`src/rtl/hello_merger.sv`:
```
// hello_merger: packet-atomic 2:1 merge of SRIO HELLO AXI-Stream sources into one registered output,
// flagging SWRITE-port packets whose first-beat FTYPE is not 6.
module hello_merger #(
  parameter int DW = 64,
  parameter int UW = 32,
  parameter bit FIXED_PRIO = 1'b0
) (
  input  logic          AXIS_ACLK,
  input  logic          AXIS_ARESET,
  input  logic          S0_AXIS_TVALID,
  output logic          S0_AXIS_TREADY,
  input  logic [DW-1:0] S0_AXIS_TDATA,
  input  logic          S0_AXIS_TLAST,
  input  logic [UW-1:0] S0_AXIS_TUSER,
  input  logic          S1_AXIS_TVALID,
  output logic          S1_AXIS_TREADY,
  input  logic [DW-1:0] S1_AXIS_TDATA,
  input  logic          S1_AXIS_TLAST,
  input  logic [UW-1:0] S1_AXIS_TUSER,
  output logic          M_AXIS_TVALID,
  input  logic          M_AXIS_TREADY,
  output logic [DW-1:0] M_AXIS_TDATA,
  output logic          M_AXIS_TLAST,
  output logic [UW-1:0] M_AXIS_TUSER,
  output logic          M_AXIS_TSRC,
  output logic          ftype_err
);
  typedef enum logic [1:0] {IDLE, GNT0, GNT1} state_t;
  state_t state_q, state_d;
  logic out_full_q, last_grant_q, first_beat_q, ftype_err_q, tlast_q, tsrc_q;
  logic [DW-1:0] tdata_q;
  logic [UW-1:0] tuser_q;
  logic rdy, acc, sel1, pick1;
  always_comb begin
    rdy = ~out_full_q | M_AXIS_TREADY;
    sel1 = state_q == GNT1;
    S0_AXIS_TREADY = (state_q == GNT0) & rdy;
    S1_AXIS_TREADY = sel1 & rdy;
    acc = (S0_AXIS_TREADY & S0_AXIS_TVALID) | (S1_AXIS_TREADY & S1_AXIS_TVALID);
    // on a tie, round-robin hands the grant to whoever did not win last
    pick1 = (S0_AXIS_TVALID & S1_AXIS_TVALID) ? (~FIXED_PRIO & ~last_grant_q) : S1_AXIS_TVALID;
    state_d = (state_q == IDLE) ? ((S0_AXIS_TVALID | S1_AXIS_TVALID) ? (pick1 ? GNT1 : GNT0) : IDLE)
                                : ((acc & (sel1 ? S1_AXIS_TLAST : S0_AXIS_TLAST)) ? IDLE : state_q);
  end
  always_ff @(posedge AXIS_ACLK) begin
    if (AXIS_ARESET) begin
      state_q      <= IDLE;
      out_full_q   <= 1'b0;
      last_grant_q <= 1'b1;
      first_beat_q <= 1'b1;
      ftype_err_q  <= 1'b0;
      tdata_q      <= '0;
      tuser_q      <= '0;
      tlast_q      <= 1'b0;
      tsrc_q       <= 1'b0;
    end else begin
      state_q <= state_d;
      if (state_q == IDLE && state_d != IDLE) last_grant_q <= state_d == GNT1;
      out_full_q   <= acc | (out_full_q & ~M_AXIS_TREADY);
      first_beat_q <= (state_q == IDLE) | (first_beat_q & ~acc);
      ftype_err_q  <= acc & sel1 & first_beat_q & (S1_AXIS_TDATA[55:52] != 4'h6);
      if (acc) begin
        tdata_q <= sel1 ? S1_AXIS_TDATA : S0_AXIS_TDATA;
        tuser_q <= sel1 ? S1_AXIS_TUSER : S0_AXIS_TUSER;
        tlast_q <= sel1 ? S1_AXIS_TLAST : S0_AXIS_TLAST;
        tsrc_q  <= sel1;
      end
    end
  end
  assign M_AXIS_TVALID = out_full_q;
  assign M_AXIS_TDATA  = tdata_q;
  assign M_AXIS_TUSER  = tuser_q;
  assign M_AXIS_TLAST  = tlast_q;
  assign M_AXIS_TSRC   = tsrc_q;
  assign ftype_err     = ftype_err_q;
endmodule

```
`config.mk`:
```
export PLATFORM = sky130hd
export DESIGN_NAME = hello_merger
export DESIGN_NICKNAME = d
export VERILOG_FILES = /design/src/rtl/hello_merger.sv
export SDC_FILE = /design/constraint.sdc
export NUM_CORES = 1
export LEC_CHECK = 0
export CAP_MARGIN = 20
export CELL_PAD_IN_SITES_DETAIL_PLACEMENT = 0
export CELL_PAD_IN_SITES_GLOBAL_PLACEMENT = 1
export CORE_ASPECT_RATIO = 1.75
export CORE_MARGIN = 3
export CORE_UTILIZATION = 26
export CTS_BUF_LIST = sky130_fd_sc_hd__clkbuf_16
export DETAILED_ROUTE_END_ITERATION = 10
export PLACE_DENSITY_LB_ADDON = 0.1
export SYNTH_ARGS = -nofsm -noshare
export SYNTH_HDL_FRONTEND = slang
export SYNTH_SLANG_ARGS = --single-unit
```
`constraint.sdc`:
```
create_clock -name AXIS_ACLK -period 2.2 [get_ports AXIS_ACLK]
set_clock_uncertainty 0.2 [all_clocks]
set_input_delay 0.44 -clock AXIS_ACLK [delete_from_list [all_inputs] [get_ports AXIS_ACLK]]
set_output_delay 0.44 -clock AXIS_ACLK [all_outputs]
set_load 0.1 [all_outputs]
```
After elaboration in Yosys (flattened, before gate mapping)
Index checks and enable logic that the tools add are counted.
Widths: inputs -> output; s select.
{ "totals": {"ff_bits": 104, "inputBits": 199, "out_inout_bits": 102, "elab_cells": 44} }
{ "op_classes": {"n_eq_ne": 4, "mux": 8, "n_bitwise": 20, "n_reduce_logical": 3} }
{ "ops": {"columns": ["operator", "count"], "rows": [
  ["$mux 64", 1],
  ["$mux 32", 1],
  ["$and 1x1->1", 11],
  ["$mux 2", 4],
  ["$or 1x1->1", 5],
  ["$eq 2x2->1 const B", 2],
  ["$ne 4x3->1 const B", 1],
  ["$not 1->1", 4],
  ["$eq 2x1->1 const B", 1],
  ["$logic_not 2->1", 1],
  ["$mux 1", 2],
  ["$reduce_bool 2->1", 1],
  ["$logic_and 1x1->1", 1]
]} }

Logic depth before layout (Yosys ltp)
{ "logic_depth": {"ltp_word": 10, "mapped_depth": 6, "mapped_depth_nobuf": 4} }

Worst setup path before layout
No wires, ideal clock.
{ "synth_path": {"kind": "register -> register", "start": "register out_full_q (netlist: M_AXIS_TVALID)", "end": "register state_q[0]", "setup_ns": 0.242, "arrival_time_ns": 3.492, "required_ns": 1.758, "setup_slack_ns": -1.734, "stages_incl_launch_ff": 4, "n_path_buf": 0, "synth_period_minus_slack_ns": 3.934, "path_cell_list": "dfxtp_1 > nor2b_1 > nor3b_1 > a311oi_1"} }
{ "synth_between": {"elab_chain_cells": 8, "elab_cells_between_ends": 10, "cone_classes": "mux: 2; bitwise: 8"} }
{ "synth_rtl": {"columns": ["item", "line", "source"], "rows": [
  ["start, declared", "30", "logic out_full_q, last_grant_q, first_beat_q, ftype_err_q, tlast_q, tsrc_q;"],
  ["start signal, assigned", "59", "out_full_q <= acc | (out_full_q & ~M_AXIS_TREADY);"],
  ["$not 1->1", "35", "rdy = ~out_full_q | M_AXIS_TREADY;"],
  ["$or 1x1->1", "35", null],
  ["$and 1x1->1", "37", "S0_AXIS_TREADY = (state_q == GNT0) & rdy;"],
  ["net S0_AXIS_TREADY", "11", "output logic S0_AXIS_TREADY,"],
  ["$and 1x1->1", "39", "acc = (S0_AXIS_TREADY & S0_AXIS_TVALID) | (S1_AXIS_TREADY & S1_AXIS_TVALID);"],
  ["$or 1x1->1", "39", null],
  ["$and 1x1->1", "43", ": ((acc & (sel1 ? S1_AXIS_TLAST : S0_AXIS_TLAST)) ? IDLE : state_q);"],
  ["$mux 2", "43", null],
  ["$mux 2", "42", "state_d = (state_q == IDLE) ? ((S0_AXIS_TVALID | S1_AXIS_TVALID) ? (pick1 ? GNT1 : GNT0) : IDLE)"],
  ["end signal, assigned", "57", "state_q <= state_d;"],
  ["end, declared", "29", "state_t state_q, state_d;"]
]} }
The timed path passes the listed nets, and every way through them passes these cells.
A chain may end at the register's enable or synchronous reset.

Worst setup path in the final report
{ "layout_path": {"start": "register state_q[0]", "end": "output S0_AXIS_TREADY"} }
{ "layout_between": {"elab_chain_cells": 2} }
{ "layout_rtl": {"columns": ["item", "line"], "rows": [
  ["$eq 2x1->1", "37"],
  ["$and 1x1->1", "37"],
  ["end, declared", "11"]
]} }
Every way passes these cells.

==> metrics.yaml <==
status: "finished clean"
wire_per_inst_um: 16.28
regArea_um2: 2087
seq_power_share_pct: 31.8
core_area_um2: 17620
cts_tree: "built"
cp.required_ns: 1.56
synth_top_area_share_pct: 44.13
max_freq_mhz: 485.7
drtIter0Drc: 115
routed_via_density: 4.469
p_leak_nw: 2.981
synth_area_um2: 4718
multi_input_area_um2: 2424
crit_path_start_kind: "flop"
relSlewSlack_pct: 64.18
placed_area_um2: 7825
synth_nets: 666
final_cell_area_um2: 8135
synth_cell_types: 29
dp.cells: 970
drc_errors: 0
internal_power_mw: 3.951
use_met1_pct: 15.10
finalSetupTns_ns: 0
drv_cap: 0
power.total_mw: 6.956
cts-htree-levels: 3
ys_top_cells_by_area: "dfxtp_1 (44%), mux2i_1 (21%), a211oi_1 (11%)"
final_cells: 986
gp_congestion: 0.7303
gr-usage-met3_pct: 3.540
ioPinCount: 301
rsz0062_at_grt: "false"
grt_pass1_wl_um: 23440
netlist_instances: 467
comb_power_share_pct: 44.5
avgSynthCellArea_um2: 10.10
post_cts_buffers: 0
final_util_pct: 46.18
die_x_um: 107.8
worst_ep_arrival_time_ns: 1.42
dp_hpwl_um: 12870
antenna_found_initial: 0
drive_gt1_share_pct: 22.65
num_antenna_cells: 0
cp_cell_sequence: "nor3b_4, buf_12"
max-vdd-ir-drop_v: 0.0003624
holdCritPathClass: "reg -> reg"
rows: 64
setup_viol: 0
port_buffers: 300
die_h_um: 184.2
swShare_pct: 43.19
drtPass1Iterations: 4
critical_path_class: "reg -> out"
cp_max_fo: 8
final_nets: 949
finalCritPeriodShare_pct: 93.59
period_needed_ns: 2.059
cts_buffers: 9
cellPowerDensity_nw_per_um2: 855.0
finalHoldViolCount: 0
ys_ff_latch: 104
grt_overflow_total: 0
tightest_slew_ns: 0.5373
crit_slowest_cell: "dfxtp_1"
num_vias: 4406
syn_to_final_growth_pct: 72.42
grt_max_degree: 44
end_kind: "output pin"
synth_warnings: 0
cts_sinks: 104
grt_pass1_vias: 4464
critPathMaxStageDelay_ns: 0.55
die-area_um2: 19860
seq_area_frac_synth_pct: 44.13
path_clk_slew_ns: 0.07
track_usage_pct: 15.22
wirelength_um: 16060
yosys.area.top_type: "dfxtp_1"
ant_nets: 0
met2_usage_pct: 30.03
fillers: 1750
p_clk_share_pct: 23.7
cts-root-buf: "clkbuf_16"
p_sw_mw: 3.004
cts_buffer_depth: 2
grt.busiest_layer: "met2"
slew_violations: 0
clk_latency_ns: 0.34
start_util_pct: 26.78
-- worst max-delay path: cells and delay by family, from the launching register on --
family / cells / cell delay (ns)
flops: 1 / 0.55
buf+inv: 1 / 0.21
simple gates: 1 / 0.32
-- sequential cells by signal, summed over array words and instances (netlist names) --
| register | cells |
|---|---|
| M_AXIS_TDATA | 64 |
| M_AXIS_TLAST | 1 |
| M_AXIS_TSRC | 1 |
| M_AXIS_TUSER | 32 |
| M_AXIS_TVALID | 1 |
| first_beat_q | 1 |
| ftype_err | 1 |
| last_grant_q | 1 |
| state_q | 2 |
-- power groups by stage --
| stage | combinational, mW | clock, mW | sequential (mW) |
|---|---|---|---|
| floorplan | 0.752 | 0 | 3.70 |
| global placement | 3.10 | 0 | 2.25 |
| detailed placement | 3.13 | 0 | 2.25 |
| CTS | 3.13 | 1.71 | 2.21 |
| global route | 3.24 | 1.78 | 2.24 |
| finish | 3.10 | 1.65 | 2.21 |
-- synth_stat cells, drive strengths merged --
cell,instances
a211oi,97
nor2b,2
o21bai,1
nor3b,1
nor3,2
nand3b,2
a31oi,1
a21oi,4
nand2b,1
a211o,1
a21o,1
buf,31
nor4bb,1
nand3,1
o21ai,1
mux2i,97
a311oi,1
nor2,100
nor4b,1
dfxtp,104
inv,1
clkbuf,13
nand2,3
-- per-layer routing --
layer	wire, µm	share of wire (%)	vias to the layer above
li1	-	-	2271
met5	0	0	-
met4	293	1.8	0
met3	1086	6.8	15
met1	5705	36	1948
met2	8970	56	172
-- final timing paths --
kind / startpoint / end / slack (ns) / cells after the start
max: state_q[0]$_SDFF_PP0_ / S0_AXIS_TREADY / 0.14 / 2
min: M_AXIS_TSRC$_SDFFE_PP0P_ / M_AXIS_TSRC$_SDFFE_PP0P_ / 0.27 / 2
max reg2reg: state_q[0]$_SDFF_PP0_ / M_AXIS_TUSER[22]$_SDFFE_PP0P_ / 0.28 / 6
min reg2reg: M_AXIS_TSRC$_SDFFE_PP0P_ / M_AXIS_TSRC$_SDFFE_PP0P_ / 0.27 / 2
-- cell usage in the layout, fill, tap and decap left out, types with 2 or more instances in the layout --
cell and count:
clkdlybuf4s50_1 196, buf_4 106, dfxtp_1 102, nor2_1 100, mux2i_1 97, a211oi_1 67, a211oi_2 30, buf_12 13
clkbuf_16 9, nand2_1 3, a21oi_1 3, inv_6 3, nor2b_4 2, nand3b_1 2
-- per-stage QoR --
step / worst slack [ns] / hold slack (ns)
3_3_place_gp: -0.009262 / 0.2497
6_report: 0.1411 / 0.2664
4_1_cts: 0.03603 / 0.2696
5_1_grt: 0.04363 / 0.2908
2_1_floorplan: 0.01213 / 0.2274
3_5_place_dp: -0.07075 / 0.2557
-- what timing repair did --
item / CTS / global route
gates resized for setup: 1 / 2
hold buffers: 0 / 0
endpoints found under the setup margin: 1 / 2
pin swaps: 0 / 1
-- area by class of cell --
type                    instances  area share [%]
repair buffers                316           37.25
multi-input cells             318           29.79
flip-flops and latches        104           25.65
well taps                     231           3.553
clock buffers                   9           2.768
clock inverters                 7          0.9382
inverters                       1         0.04614
-- cells by family after synthesis --
kind of cell           count (synthesis)  share of synthesized area [%]
buffers and inverters                 45                          5.463
muxes                                 97                          20.58
AOI/OAI and AO/OA                    107                          20.05
and+or+nand+nor                      114                          9.785
DFF                                  104                          44.13
Note: power is estimated with default switching activity, not from simulation.
